[config.mk]
export PLATFORM = sky130hd
export DESIGN_NAME = sync_fifo_param_flat
export DESIGN_NICKNAME = d
export VERILOG_FILES = /design/src/rtl/sync_fifo_param_if.sv /design/src/rtl/sync_fifo_param.sv /design/src/flat_wrapper.sv
export SDC_FILE = /design/constraint.sdc
export NUM_CORES = 1
export LEC_CHECK = 0
export CORE_AREA = 2 2 149 151
export DETAILED_ROUTE_END_ITERATION = 7
export DIE_AREA = 0 0 151 153
export SYNTH_ARGS = -nofsm -noshare
export SYNTH_HDL_FRONTEND = slang
export SYNTH_SLANG_ARGS = --single-unit
[constraint.sdc]
create_clock -name clk -period 6.3 [get_ports clk]
set_clock_uncertainty 0.15 [all_clocks]
set_input_delay 0.945 -clock clk [delete_from_list [all_inputs] [get_ports clk]]
set_output_delay 0.945 -clock clk [all_outputs]
set_load 0.02 [all_outputs]
[src/rtl/sync_fifo_param_if.sv]
// Handshake/data bundle for sync_fifo_param: master drives writes/reads/clear, slave returns data, flags and count.
interface sync_fifo_param_if #(
  parameter int DSIZE = 8,
  parameter int ASIZE = 4
) ();
  logic             winc;
  logic [DSIZE-1:0] wdata;
  logic             rinc;
  logic             clr_err;
  logic [DSIZE-1:0] rdata;
  logic             wfull;
  logic             rempty;
  logic             walmost_full;
  logic             ralmost_empty;
  logic [ASIZE:0]   fill_count;
  logic             overflow;
  logic             underflow;

  modport master (
    output winc, wdata, rinc, clr_err,
    input  rdata, wfull, rempty, walmost_full, ralmost_empty, fill_count, overflow, underflow
  );

  modport slave (
    input  winc, wdata, rinc, clr_err,
    output rdata, wfull, rempty, walmost_full, ralmost_empty, fill_count, overflow, underflow
  );
endinterface

[src/rtl/sync_fifo_param.sv]
// Single-clock FIFO with registered flags/count; reads return data one cycle after rinc (or fall-through with SYNC_FIFO_FWFT_EN).
// Backpressure: writes dropped while wfull, reads ignored while rempty; both latch sticky error flags until clr_err.
module sync_fifo_param #(
  parameter int DSIZE    = 8,
  parameter int ASIZE    = 4,
  parameter int AF_LEVEL = 14,
  parameter int AE_LEVEL = 2
) (
  input logic               clk,
  input logic               rst_n,
  sync_fifo_param_if.slave  fifo_if
);

  localparam int DEPTH = 1 << ASIZE;

  typedef logic [ASIZE:0] ptr_t;

  logic [DSIZE-1:0] r_mem [DEPTH];
  ptr_t             r_wptr;
  ptr_t             r_rptr;
  ptr_t             r_count;
  logic             r_full;
  logic             r_empty;
  logic             r_afull;
  logic             r_aempty;
  logic             r_ovf;
  logic             r_udf;

  logic             w_wr;
  logic             w_rd;
  ptr_t             w_wptr_nxt;
  ptr_t             w_rptr_nxt;
  ptr_t             w_cnt_nxt;
  logic             w_full_nxt;
  logic             w_empty_nxt;

  always_comb begin
    w_wr       = fifo_if.winc && !r_full;
    w_rd       = fifo_if.rinc && !r_empty;
    w_wptr_nxt = r_wptr + ptr_t'(w_wr);
    w_rptr_nxt = r_rptr + ptr_t'(w_rd);
    w_cnt_nxt  = r_count;
    if (w_wr && !w_rd) begin
      w_cnt_nxt = r_count + ptr_t'(1);
    end else if (!w_wr && w_rd) begin
      w_cnt_nxt = r_count - ptr_t'(1);
    end
    // Same address, opposite wrap bit means the writer lapped the reader.
    w_full_nxt  = (w_wptr_nxt[ASIZE-1:0] == w_rptr_nxt[ASIZE-1:0]) &&
                  (w_wptr_nxt[ASIZE] != w_rptr_nxt[ASIZE]);
    w_empty_nxt = (w_wptr_nxt == w_rptr_nxt);
  end

  always_ff @(posedge clk) begin
    if (w_wr) begin
      r_mem[r_wptr[ASIZE-1:0]] <= fifo_if.wdata;
    end
  end

  always_ff @(posedge clk or negedge rst_n) begin
    if (!rst_n) begin
      r_wptr   <= '0;
      r_rptr   <= '0;
      r_count  <= '0;
      r_full   <= 1'b0;
      r_empty  <= 1'b1;
      r_afull  <= 1'b0;
      r_aempty <= 1'b1;
      r_ovf    <= 1'b0;
      r_udf    <= 1'b0;
    end else begin
      r_wptr   <= w_wptr_nxt;
      r_rptr   <= w_rptr_nxt;
      r_count  <= w_cnt_nxt;
      r_full   <= w_full_nxt;
      r_empty  <= w_empty_nxt;
      r_afull  <= (w_cnt_nxt >= ptr_t'(AF_LEVEL));
      r_aempty <= (w_cnt_nxt <= ptr_t'(AE_LEVEL));
      // A new error event outranks a clear in the same cycle.
      r_ovf    <= (fifo_if.winc && r_full)  || (r_ovf && !fifo_if.clr_err);
      r_udf    <= (fifo_if.rinc && r_empty) || (r_udf && !fifo_if.clr_err);
    end
  end

`ifdef SYNC_FIFO_FWFT_EN
  // Head word is shown directly; forced to zero while empty so stale memory never leaks out.
  assign fifo_if.rdata = r_empty ? '0 : r_mem[r_rptr[ASIZE-1:0]];
`else
  logic [DSIZE-1:0] r_rdata;

  always_ff @(posedge clk or negedge rst_n) begin
    if (!rst_n) begin
      r_rdata <= '0;
    end else if (w_rd) begin
      r_rdata <= r_mem[r_rptr[ASIZE-1:0]];
    end
  end

  assign fifo_if.rdata = r_rdata;
`endif

  assign fifo_if.wfull         = r_full;
  assign fifo_if.rempty        = r_empty;
  assign fifo_if.walmost_full  = r_afull;
  assign fifo_if.ralmost_empty = r_aempty;
  assign fifo_if.fill_count    = r_count;
  assign fifo_if.overflow      = r_ovf;
  assign fifo_if.underflow     = r_udf;

endmodule

[src/flat_wrapper.sv]
// flat-port wrapper written by rule: the top's interface ports become plain ports
module sync_fifo_param_flat 
#(
  parameter int DSIZE    = 8,
  parameter int ASIZE    = 4,
  parameter int AF_LEVEL = 14,
  parameter int AE_LEVEL = 2
)
  (clk, rst_n, fifo_if_winc, fifo_if_wdata, fifo_if_rinc, fifo_if_clr_err, fifo_if_rdata, fifo_if_wfull, fifo_if_rempty, fifo_if_walmost_full, fifo_if_ralmost_empty, fifo_if_fill_count, fifo_if_overflow, fifo_if_underflow);
  sync_fifo_param_if #(.DSIZE(DSIZE), .ASIZE(ASIZE)) fifo_if_i ();
  input logic clk;
  input logic rst_n;
  input wire logic [$bits(fifo_if_i.winc)-1:0] fifo_if_winc;
  input wire logic [$bits(fifo_if_i.wdata)-1:0] fifo_if_wdata;
  input wire logic [$bits(fifo_if_i.rinc)-1:0] fifo_if_rinc;
  input wire logic [$bits(fifo_if_i.clr_err)-1:0] fifo_if_clr_err;
  output wire logic [$bits(fifo_if_i.rdata)-1:0] fifo_if_rdata;
  output wire logic [$bits(fifo_if_i.wfull)-1:0] fifo_if_wfull;
  output wire logic [$bits(fifo_if_i.rempty)-1:0] fifo_if_rempty;
  output wire logic [$bits(fifo_if_i.walmost_full)-1:0] fifo_if_walmost_full;
  output wire logic [$bits(fifo_if_i.ralmost_empty)-1:0] fifo_if_ralmost_empty;
  output wire logic [$bits(fifo_if_i.fill_count)-1:0] fifo_if_fill_count;
  output wire logic [$bits(fifo_if_i.overflow)-1:0] fifo_if_overflow;
  output wire logic [$bits(fifo_if_i.underflow)-1:0] fifo_if_underflow;
  assign fifo_if_i.winc = fifo_if_winc;
  assign fifo_if_i.wdata = fifo_if_wdata;
  assign fifo_if_i.rinc = fifo_if_rinc;
  assign fifo_if_i.clr_err = fifo_if_clr_err;
  assign fifo_if_rdata = fifo_if_i.rdata;
  assign fifo_if_wfull = fifo_if_i.wfull;
  assign fifo_if_rempty = fifo_if_i.rempty;
  assign fifo_if_walmost_full = fifo_if_i.walmost_full;
  assign fifo_if_ralmost_empty = fifo_if_i.ralmost_empty;
  assign fifo_if_fill_count = fifo_if_i.fill_count;
  assign fifo_if_overflow = fifo_if_i.overflow;
  assign fifo_if_underflow = fifo_if_i.underflow;
  sync_fifo_param #(.DSIZE(DSIZE), .ASIZE(ASIZE), .AF_LEVEL(AF_LEVEL), .AE_LEVEL(AE_LEVEL)) u_core (.clk(clk), .rst_n(rst_n), .fifo_if(fifo_if_i));
endmodule
==> results_dict.tcl <==
set metrics [dict create \
    status "completed" \
    yosysTopAreaCellShare_pct 60.8 \
    routedWlPerCell_um 18.0 \
    grt.overflow.total 0 \
    critPathMaxStageDelay_ns 0.56 \
    synth.avg_cell_area_sq_um 15.4 \
    die_x_um 151 \
    power_density_nw_per_um2 474 \
    synth_area_sq_um 6320 \
    fmax_mhz 315 \
    cts_root_buffer "clkbuf_16" \
    fin_crit_sh_pct 50.4 \
    place_congestion 0.789 \
    cts_tree "done" \
    via_per_inst 4.65 \
    p_leak_nw 2.68 \
    antenna_found_initial 0 \
    fill_cells 2084 \
    num_antenna_cells 0 \
    cts_resized 0 \
    crit_buf_inv 2 \
    fin_tns_setup_ns 0 \
    drv_cap 0 \
    h-tree-depth 4 \
    die_area_sq_um 23100 \
    start_util_pct 29.4 \
    critPathTopFamily "simple AND/OR/NAND/NOR gates" \
    grt_pass1_vias 3598 \
    crit_chain "clkdlybuf4s50_1 > nand2b_1 > inv_2 > ha_1 > ha_1 > xor2_1 > xor2_1 > or4_4 > nor2b_2" \
    drt_iter0_drc 295 \
    grt_pass1_wl_um 20900 \
    ys_seq_area_share_pct 72.4 \
    irDropWorstVdd_mv 0.235 \
    rsz0062_at_grt "false" \
    cts.clk_slew.worst_paths_ns 0.06 \
    tightest_slew_ns 1.28 \
    placementRows 54 \
    die_h_um 153 \
    finalHoldViolCount 0 \
    cp.required_ns 6.51 \
    vias 3441 \
    track_usage_pct 12.3 \
    multi_input_area_sq_um 1630 \
    cts.path.max_buffers 2 \
    dp_hpwl_um 8700 \
    grt_max_degree 66 \
    clk_latency_ns 0.43 \
    hold_ws_ns 0.353 \
    synth_nets 428 \
    crit_path_max_fanout 11 \
    worstPathArrival_ns 3.38 \
    endpoint_kind "register" \
    synthToLayoutAreaGrowth_pct 18.4 \
    worstSetupStartpointType "primary input" \
    holdBufCountCts 0 \
    finalWirelength_um 13300 \
    fin_nets 466 \
    hold_path_class "register to register" \
    yosys.area.top_type "edfxtp_1" \
    drtAntennaViolNets 0 \
    ys_seq_elements 157 \
    setup_violations 0 \
    firstDrtPassIters 5 \
    synth_cell_types 35 \
    maxSlewHeadroom_pct 13.8 \
    postCtsSetupRepairBufs 0 \
    ff_latch_area_sq_um 4580 \
    synth_area_leaders "edfxtp_1 (61%), dfrtp_1 (11%), mux2i_1 (10%)" \
    crit_slowest_cell "or4_4" \
    min_period_ns 3.17 \
    crit_type "primary input to register" \
    coreArea_sq_um 21500 \
    dp_slack_ns 2.72 \
    io_buffers 31 \
    layout_setup_ws_ns 3.13 \
    num_io_pins 32 \
    cts_made_buffers 17 \
    final-max-slew-violation-count 0 \
    final_layout_size_suffix_gt1_share_pct 10.9 \
    ys_warn_count 0 \
    drc 0 \
    synth_cells 409 \
    clock_sinks 157 \
]
## tightest hold or removal path, stage by stage (launching register included)
cell,delay [ns]
dfrtp_1,0.33
xor2_1,0.09
inv_1,0.05
## routing by layer
layer	wire length (um)	track usage [%]
met4	313	5.38
met3	616	3.07
met1	5640	15.5
met5	0	0
met2	6770	20.0
## stage by stage
step | instances | cell area, sq um | total power, mW | utilization (%)
after floorplan | 409 | 6320 | 2.24 | -
after global placement | 708 | 6940 | 2.61 | 32.3
after detailed placement | 708 | 6940 | 2.63 | 32.3
after CTS | 740 | 7480 | 3.58 | 34.8
after global routing | 740 | 7480 | 3.73 | 34.8
final | 740 | 7480 | 3.55 | 34.8
## synthesized netlist by cell type
cell,n
inv_2,1
ha_1,6
xnor2_1,7
inv_1,7
dfstp_2,2
and2_1,1
nor2b_2,1
nor2b_1,2
a2111oi_2,1
nand2b_4,1
edfxtp_1,128
nand2_1,30
nand2b_1,4
buf_4,1
a31o_2,1
and3_1,1
buf_6,1
xor2_2,1
a21oi_1,16
a31oi_4,1
a22oi_1,18
nor2_4,1
buf_2,10
nor3_1,6
dfrtp_1,27
o21ai_0,3
mux2i_1,64
or3_2,1
o32ai_2,1
nand3_1,30
nor2_2,2
nor2_1,19
xor2_1,7
clkbuf_1,6
or4_4,1
## worst paths after layout
path | start | to | slack [ns] | cells after the start
worst max-delay path | fifo_if_rinc | u_core.fifo_if.rempty | 3.13 | 9
worst min-delay path | u_core.r_rptr[4] | u_core.r_rptr[4] | 0.35 | 2
worst max register to register | u_core.r_rptr[0] | u_core.fifo_if.rempty | 3.37 | 6
worst min register to register | u_core.r_rptr[4] | u_core.r_rptr[4] | 0.35 | 2
max in group asynchronous | rst_n | u_core.r_rptr[0] | 4.93 | 2
min in group asynchronous | rst_n | u_core.fifo_if.overflow | 0.75 | 2
## layout make-up
type | count | area share [%]
Tap cell | 280 | 4.68
Clock buffer | 19 | 5.79
Multi-Input combinational cell | 226 | 21.7
Clock inverter | 13 | 1.51
Sequential cell | 157 | 61.2
Inverter | 8 | 0.401
Timing Repair Buffer | 37 | 4.75
## power breakdown
part           switching (mW)  internal, mW
Clock                   0.399         0.543
Combinational           0.578         0.473
Sequential              0.236          1.32
Total                    1.21          2.33
## registers in the layout, indices dropped and copies added, names as in the netlist
name and cells:
u_core.fifo_if.fill_count 5, u_core.fifo_if.overflow 1, u_core.fifo_if.ralmost_empty 1, u_core.fifo_if.rdata 8, u_core.fifo_if.rempty 1, u_core.fifo_if.underflow 1
u_core.fifo_if.walmost_full 1, u_core.fifo_if.wfull 1, u_core.r_mem 128, u_core.r_rptr 5, u_core.r_wptr 5
## logic make-up after synthesis
group,synth area share [%]
AOI/OAI and AO/OA,4.61
DFF,72.4
and+or+nand+nor,7.58
muxes,10.1
xor gates and xnor gates,2.20
adders and majority gates,1.19
buffers and inverters,1.92
## layout by cell type, fill, tap and decap left out, types with 4 or more instances in the layout
cell type        instances
edfxtp_1               128
mux2i_1                 64
clkdlybuf4s50_1         31
nand3_1                 30
nand2_1                 30
dfrtp_1                 26
nor2_1                  19
a22oi_1                 18
clkbuf_16               17
a21oi_1                 16
inv_1                    7
xnor2_1                  7
xor2_1                   7
nor3_1                   6
ha_1                     6
buf_4                    6
nand2b_1                 4
inv_6                    4
No activity file was read; power rests on OpenSTA's default activity.
